`src/rtl/ternary_matvec_sequencer_pkg.sv`:
```
// Shared types and arithmetic helpers for the ternary matrix-vector sequencer.
// Weights are 2-bit ternary codes and vector elements are signed fixed-point codes.
package ternary_matvec_sequencer_pkg;

  localparam int D                   = 4;
  localparam int FixedPointPrecision = 8;
  localparam int AccWidth            = FixedPointPrecision + $clog2(D) + 1;

  typedef logic signed [FixedPointPrecision-1:0] fixed_point_t;
  typedef fixed_point_t [D-1:0]                  vector_t;
  typedef logic [1:0]                            ternary_t;
  typedef ternary_t [D-1:0][D-1:0]               ternary_matrix_t;
  typedef logic signed [AccWidth-1:0]            acc_t;

  localparam fixed_point_t FixedPointMax = fixed_point_t'(8'h7f);
  localparam fixed_point_t FixedPointMin = fixed_point_t'(8'h80);
  localparam acc_t         AccMax        = acc_t'(FixedPointMax);
  localparam acc_t         AccMin        = acc_t'(FixedPointMin);

  function automatic fixed_point_t saturate(input acc_t a);
    if (a > AccMax) begin
      return FixedPointMax;
    end else if (a < AccMin) begin
      return FixedPointMin;
    end else begin
      return a[FixedPointPrecision-1:0];
    end
  endfunction

  // The unused code 2'b10 must decode to 0, never to -2.
  function automatic logic signed [1:0] tern_decode(input ternary_t t);
    case (t)
      2'b01:   return 2'sb01;
      2'b11:   return 2'sb11;
      default: return 2'sb00;
    endcase
  endfunction

endpackage

```
`src/rtl/ternary_matvec_sequencer_row_dot.sv`:
```
// Combinational exact dot product of one ternary weight row with a vector.
// Terms are sign-extended to the accumulator width, so the sum never wraps.
module ternary_row_dot
  import ternary_matvec_sequencer_pkg::*;
(
  input  vector_t  x,
  input  ternary_t [D-1:0] w,
  output acc_t     sum
);

  always_comb begin
    sum = '0;
    for (int c = 0; c < D; c++) begin
      case (tern_decode(w[c]))
        2'sb01:  sum = sum + acc_t'($signed(x[c]));
        2'sb11:  sum = sum - acc_t'($signed(x[c]));
        default: sum = sum;
      endcase
    end
  end

endmodule

```
`src/rtl/ternary_matvec_sequencer.sv`:
```
// Sequences y = W*x over D cycles using a single shared row dot-product lane.
// Handshakes: a transfer happens on a rising edge where valid and ready are both high.
module ternary_matvec_sequencer
  import ternary_matvec_sequencer_pkg::*;
(
  input  logic            clk_i,
  input  logic            rst_ni,
  input  logic            in_valid_i,
  output logic            in_ready_o,
  input  vector_t         x_i,
  input  ternary_matrix_t w_i,
  input  logic            flush_i,
  output logic            out_valid_o,
  input  logic            out_ready_i,
  output vector_t         y_o,
  output logic            busy_o,
  output logic [1:0]      dbg_state_o
);

  localparam int                RowWidth = $clog2(D);
  localparam logic [RowWidth-1:0] LastRow = RowWidth'(D - 1);

  typedef enum logic [1:0] {
    IDLE    = 2'd0,
    COMPUTE = 2'd1,
    DONE    = 2'd2
  } state_e;

  state_e              state;
  logic [RowWidth-1:0] row;
  vector_t             x_q;
  ternary_matrix_t     w_q;
  vector_t             y_q;
  acc_t                row_sum;

  ternary_row_dot u_row_dot (
    .x   (x_q),
    .w   (w_q[row]),
    .sum (row_sum)
  );

  // Flush is checked before any state-specific action so it wins every race.
  always_ff @(posedge clk_i or negedge rst_ni) begin
    if (!rst_ni) begin
      state       <= IDLE;
      row         <= '0;
      x_q         <= '0;
      w_q         <= '0;
      y_q         <= '0;
      in_ready_o  <= 1'b1;
      out_valid_o <= 1'b0;
      busy_o      <= 1'b0;
    end else if (flush_i) begin
      state       <= IDLE;
      row         <= '0;
      in_ready_o  <= 1'b1;
      out_valid_o <= 1'b0;
      busy_o      <= 1'b0;
    end else begin
      case (state)
        IDLE: begin
          if (in_valid_i) begin
            x_q        <= x_i;
            w_q        <= w_i;
            row        <= '0;
            state      <= COMPUTE;
            in_ready_o <= 1'b0;
            busy_o     <= 1'b1;
          end
        end
        COMPUTE: begin
          y_q[row] <= saturate(row_sum);
          if (row == LastRow) begin
            row         <= '0;
            state       <= DONE;
            out_valid_o <= 1'b1;
          end else begin
            row <= row + 1'b1;
          end
        end
        DONE: begin
          if (out_ready_i) begin
            state       <= IDLE;
            out_valid_o <= 1'b0;
            in_ready_o  <= 1'b1;
            busy_o      <= 1'b0;
          end
        end
        default: begin
          state       <= IDLE;
          row         <= '0;
          in_ready_o  <= 1'b1;
          out_valid_o <= 1'b0;
          busy_o      <= 1'b0;
        end
      endcase
    end
  end

  assign y_o         = y_q;
  assign dbg_state_o = state;

endmodule
```
`config.mk`:
```
export PLATFORM = sky130hd
export DESIGN_NAME = ternary_matvec_sequencer
export DESIGN_NICKNAME = d
export VERILOG_FILES = /design/src/rtl/ternary_matvec_sequencer_pkg.sv /design/src/rtl/ternary_matvec_sequencer_row_dot.sv /design/src/rtl/ternary_matvec_sequencer.sv
export SDC_FILE = /design/constraint.sdc
export NUM_CORES = 1
export LEC_CHECK = 0
export BUFFER_PORTS_ARGS = -buffer_cell sky130_fd_sc_hd__clkbuf_2
export CORE_ASPECT_RATIO = 0.6
export CORE_MARGIN = 1.5
export CORE_UTILIZATION = 35
export CTS_CLUSTER_SIZE = 20
export DETAILED_ROUTE_END_ITERATION = 7
export PLACE_DENSITY = 0.6
export SYNTH_ARGS = -nofsm -noshare
export SYNTH_HDL_FRONTEND = slang
export SYNTH_SLANG_ARGS = --single-unit
```
`constraint.sdc`:
```
create_clock -name clk_i -period 8.2 [get_ports clk_i]
set_input_delay 1.23 -clock clk_i [delete_from_list [all_inputs] [get_ports clk_i]]
set_output_delay 1.23 -clock clk_i [all_outputs]
set_load 0.005 [all_outputs]
```
==> flow_summary.rst <==
.. list-table::
   :header-rows: 1

   * - Metric
     - Value
   * - Buffers inserted during post-CTS setup optimization
     - 0
   * - Post-synthesis share of cell area spent on full adders, half adders and majority gates
     - between 7 and 8%
   * - Combinational family with the most area after synthesis
     - compound AO/OA/AOI/OAI gates
   * - Clk_lat worst skew
     - roughly 0.36 ns
   * - Portion of the clock cycle consumed by the worst path in the final layout
     - 90.5%
   * - Main flop type after synthesis
     - sky130_fd_sc_hd__dfrtp_1
   * - Final critical-path required period
     - between 7 and 8 ns
   * - Clock transition at the registers of the reported paths
     - ~0.080 ns
   * - Area Overhead vs Synth
     - 15.5%
   * - Aggregate routed wire length
     - 17900 µm
   * - Post-detail-place hpwl
     - between 10000 and 15000 µm
   * - Clock root buffer
     - sky130_fd_sc_hd__clkbuf_16
   * - Fraction of power consumed by sequential logic
     - 19.4%
   * - Footprint of the multi-input gates
     - 4220 µm²
   * - IR Drop Worst-Case VDD
     - 0.000304 V
   * - Total congestion overflow after global routing
     - 0
   * - TritonCTS clock tree
     - done
   * - Measured slew at the worst slew-check pin
     - approximately 0.99 ns
   * - Layout cells sized above 1
     - between 20 and 30%
   * - Count of unique library cells instantiated by Yosys
     - between 70 and 80
   * - Leakage power total
     - between 3 and 4 nW
   * - Final worst clock skew
     - 0.0122 ns
   * - Hold-fix buffer count after cts
     - 0
   * - FFs w/ async S/R, synth
     - between 90% and 100%
   * - Nets
     - between 900 and 1000
   * - Overall die width
     - between 150 and 200 µm
   * - Total internal power
     - approximately 2.0 mW
   * - Count of yosys warnings during synthesis
     - 0
   * - Total via count after detailed routing
     - ~5700
   * - Number of violations reported at the end of detailed-routing iteration 0
     - between 300 and 400
   * - Net count of the mapped netlist
     - roughly 830
   * - Critical Path RT
     - approximately 8.4 ns
   * - Core area
     - between 15000 and 20000 µm²
   * - Library cell contributing the largest single delay on the critical path
     - sky130_fd_sc_hd__dfrtp_1
   * - Die Outline Area
     - around 21000 µm²
   * - Critical path peak fanout
     - 28
   * - Number of detailed-routing iterations run before antenna repair
     - 4
   * - Antenna violation net count after detailed routing
     - 0
   * - Min-Delay Path Class
     - reg2reg
   * - H-tree depth
     - 3
   * - Worst slew margin relative to its limit
     - 33.4%
   * - Final count of hold timing violations
     - 0
   * - Run status
     - finished, final reports clean
   * - Total inserted antenna cells
     - 0
   * - Switching fraction of total power
     - 49.7%
   * - Detailed-route vias per instance
     - 5.22
   * - Clock sink count
     - between 100 and 150
   * - Setup-violating endpoint count in the final report
     - 0
   * - Register bit count reported by yosys
     - around 100
   * - Combinational group share of total power
     - roughly 70%
   * - Critical path class
     - reg2reg
   * - Number of enable flip-flop cells after synthesis
     - 0
   * - Storage element area
     - ~2600 µm²
   * - Largest net degree at the start of global routing
     - 67
   * - Mapped Avg Cell Area
     - 9.85 µm²
   * - Crit path setup slack, layout
     - a little under 0.8 ns
   * - Largest stage delay on the critical path
     - 0.61 ns
   * - Sum of negative setup slack
     - 0 ns
   * - Post-Place Worst Slack
     - between 0.5 and 0.6 ns
   * - Post-synthesis compound-gate area fraction
     - 17.1%
   * - Area fraction in and, or, nand and nor cells after synthesis
     - between 10% and 20%
   * - Number of fillers in the final layout
     - just over 2000
   * - I/O pin count
     - approximately 110
   * - Mean routed wirelength per cell
     - ~16 µm
   * - Sequential fraction of the synthesis area
     - roughly 36%
   * - Number of buffers added on ports
     - 105
   * - Power per unit of standard cell area
     - between 400 and 500 nW/µm²
   * - Number of global-route vias before repair
     - 5394
   * - Routability Congestion
     - between 0.8 and 0.9
   * - Max-capacitance violation count
     - 0
   * - Total clock buffers created by CTS
     - 9
   * - Antenna violations before repair
     - 1
   * - Final Max Slew Viols
     - 0
   * - Vertical die dimension
     - about 110 µm
   * - Proportion of synthesized area in mux cells
     - between 10 and 15%
   * - Startpoint class of the critical path
     - register
   * - Clock Power Share
     - a little under an eighth
   * - RSZ-0062 raised after global routing
     - no
   * - Synthesized-area fraction occupied by xor and xnor cells
     - ~6.6%
   * - Post-synthesis instance area
     - about 7000 µm²
   * - Global-route wire length before repair
     - between 20000 and 30000 µm
   * - Synthesized instance count
     - between 700 and 800
   * - Switching power total
     - approximately 1.9 mW
   * - Crit path capture type
     - register
   * - Maximum clock rate
     - between 100 and 150 MHz
   * - Longest Clk Path Bufs
     - 2
   * - Data arrival at the endpoint of the critical path
     - roughly 7.7 ns
   * - Num rows
     - 40
   * - Effective utilization at floorplan
     - a little over a third
   * - # DRC
     - 0
   * - Global-route usage over all layers
     - between 10% and 20%
power by group through the flow:
| stage | sequential [mW] | clock [mW] | combinational (mW) |
|---|---|---|---|
| 2_1_floorplan | 0.736 | 0 | 2.08 |
| 3_3_place_gp | 0.770 | 0 | 2.63 |
| 3_5_place_dp | 0.768 | 0 | 2.64 |
| 4_1_cts | 0.759 | 0.466 | 2.66 |
| 5_1_grt | 0.778 | 0.488 | 3.00 |
| 6_report | 0.758 | 0.452 | 2.70 |
cells by family after synthesis:
family          Yosys count
compound gates          170
xor+xnor                 48
fa+ha+maj                40
buf+inv                  67
flops                   103
mux                      83
simple gates            208
sequential cells by signal, summed over array words and instances, names as in the netlist:
signal       count
w_q             32
x_q             32
y_o             32
dbg_state_o      2
row              2
busy_o           1
in_ready_o       1
out_valid_o      1
per-layer routing:
| metal | share of wire, % | global-route usage [%] | vias to the layer above |
|---|---|---|---|
| met3 | 6.7 | 5.33 | 8 |
| li1 | - | - | 2796 |
| met2 | 39 | 23.4 | 133 |
| met5 | 0.061 | 0 | - |
| met1 | 54 | 27.4 | 2750 |
| met4 | 0.76 | 3.33 | 2 |
path summary, 6_finish.rpt:
check                         from  endpoint  slack (ns)  depth (start not counted)
setup / recovery            row[0]   y_o[27]        0.78                         28
hold / removal             y_o[15]   y_o[15]        0.49                          2
setup reg to reg            row[0]   y_o[27]        0.78                         28
hold reg to reg            y_o[15]   y_o[15]        0.49                          2
max in group asynchronous   rst_ni   x_q[12]        6.13                          2
min in group asynchronous   rst_ni   y_o[10]        0.84                          1
metrics by stage:
| step | area (µm²) | std cells | utilization, % | power (mW) | hold slack, ns |
|---|---|---|---|---|---|
| final | 8180 | 1090 | 41.1 | 3.91 | 0.488 |
| after global routing | 8180 | 1090 | 41.1 | 4.27 | 0.512 |
| after CTS | 8180 | 1090 | 41.0 | 3.88 | 0.494 |
| after detailed placement | 7850 | 1074 | 39.4 | 3.40 | 0.474 |
| after global placement | 7850 | 1074 | 39.4 | 3.40 | 0.469 |
| after floorplan | 7080 | 719 | - | 2.82 | 0.473 |
Yosys cell counts (3+ instances only):
cell type | n | area (µm²)
sky130_fd_sc_hd__xor2_1 | 12 | 105
sky130_fd_sc_hd__xnor2_2 | 3 | 48.8
sky130_fd_sc_hd__mux2i_1 | 12 | 120
sky130_fd_sc_hd__a31oi_1 | 6 | 37.5
sky130_fd_sc_hd__o21ai_0 | 43 | 215
sky130_fd_sc_hd__mux2_2 | 63 | 709
sky130_fd_sc_hd__and3_1 | 3 | 18.8
sky130_fd_sc_hd__nor2_1 | 50 | 188
sky130_fd_sc_hd__mux4_2 | 8 | 180
sky130_fd_sc_hd__dfrtp_1 | 102 | 2550
sky130_fd_sc_hd__o311ai_1 | 20 | 175
sky130_fd_sc_hd__a21oi_1 | 33 | 165
sky130_fd_sc_hd__nor2b_1 | 7 | 43.8
sky130_fd_sc_hd__clkbuf_1 | 21 | 78.8
sky130_fd_sc_hd__ha_1 | 36 | 450
sky130_fd_sc_hd__o211a_1 | 3 | 30.0
sky130_fd_sc_hd__a21boi_0 | 4 | 30.0
sky130_fd_sc_hd__buf_6 | 5 | 56.3
sky130_fd_sc_hd__fa_1 | 3 | 60.1
sky130_fd_sc_hd__o31ai_1 | 4 | 30.0
sky130_fd_sc_hd__nand2_1 | 88 | 330
sky130_fd_sc_hd__o21a_1 | 7 | 52.6
sky130_fd_sc_hd__inv_1 | 37 | 139
sky130_fd_sc_hd__nand4_1 | 3 | 18.8
sky130_fd_sc_hd__xnor2_1 | 31 | 272
sky130_fd_sc_hd__and2_1 | 6 | 37.5
sky130_fd_sc_hd__a21o_1 | 11 | 82.6
sky130_fd_sc_hd__o311ai_0 | 10 | 87.6
sky130_fd_sc_hd__nand3_1 | 6 | 30.0
sky130_fd_sc_hd__nand2b_1 | 7 | 43.8
sky130_fd_sc_hd__or3_1 | 5 | 31.3
sky130_fd_sc_hd__nor3_1 | 16 | 80.1
layout by cell type (no fill, tap or decap), types with 4 or more instances in the layout:
cell type and count:
sky130_fd_sc_hd__a21boi_0 4, sky130_fd_sc_hd__a21o_1 11, sky130_fd_sc_hd__a21oi_1 33, sky130_fd_sc_hd__a31oi_1 6, sky130_fd_sc_hd__and2_1 6, sky130_fd_sc_hd__buf_4 8
sky130_fd_sc_hd__clkbuf_16 9, sky130_fd_sc_hd__clkbuf_2 104, sky130_fd_sc_hd__dfrtp_1 102, sky130_fd_sc_hd__ha_1 36, sky130_fd_sc_hd__inv_1 37, sky130_fd_sc_hd__mux2_2 63
sky130_fd_sc_hd__mux2i_1 12, sky130_fd_sc_hd__mux4_2 8, sky130_fd_sc_hd__nand2_1 88, sky130_fd_sc_hd__nand2b_1 7, sky130_fd_sc_hd__nand3_1 6, sky130_fd_sc_hd__nor2_1 50
sky130_fd_sc_hd__nor2b_1 7, sky130_fd_sc_hd__nor3_1 15, sky130_fd_sc_hd__o21a_1 7, sky130_fd_sc_hd__o21ai_0 43, sky130_fd_sc_hd__o311ai_0 10, sky130_fd_sc_hd__o311ai_1 20
sky130_fd_sc_hd__o31ai_1 4, sky130_fd_sc_hd__or3_1 5, sky130_fd_sc_hd__xnor2_1 31, sky130_fd_sc_hd__xor2_1 12
layout make-up:
| cell class | count | area share [%] |
|---|---|---|
| tap | 273 | 4.18 |
| multi-input combinational | 549 | 51.6 |
| timing repair buffer | 112 | 7.10 |
| clock inverter | 7 | 1.18 |
| inverter | 37 | 1.70 |
| clock buffer | 9 | 2.75 |
| sequential | 103 | 31.5 |
repair_timing:
action,CTS,global route
setup endpoints to repair,0,21
endpoints found under the hold margin,0,0
gates resized for setup,0,1
critical path, delay by kind of cell (launching register included):
kind | cells | cell delay [ns]
XOR/XNOR | 1 | 0.09
multiplexers | 3 | 0.96
AO/OA/AOI/OAI | 13 | 3.19
flip-flops | 1 | 0.61
AND/OR/NAND/NOR | 7 | 1.22
adder cells (fa/ha/maj) | 3 | 1.13
buffers and inverters | 1 | 0.07
No activity file was read; power rests on OpenSTA's default activity.
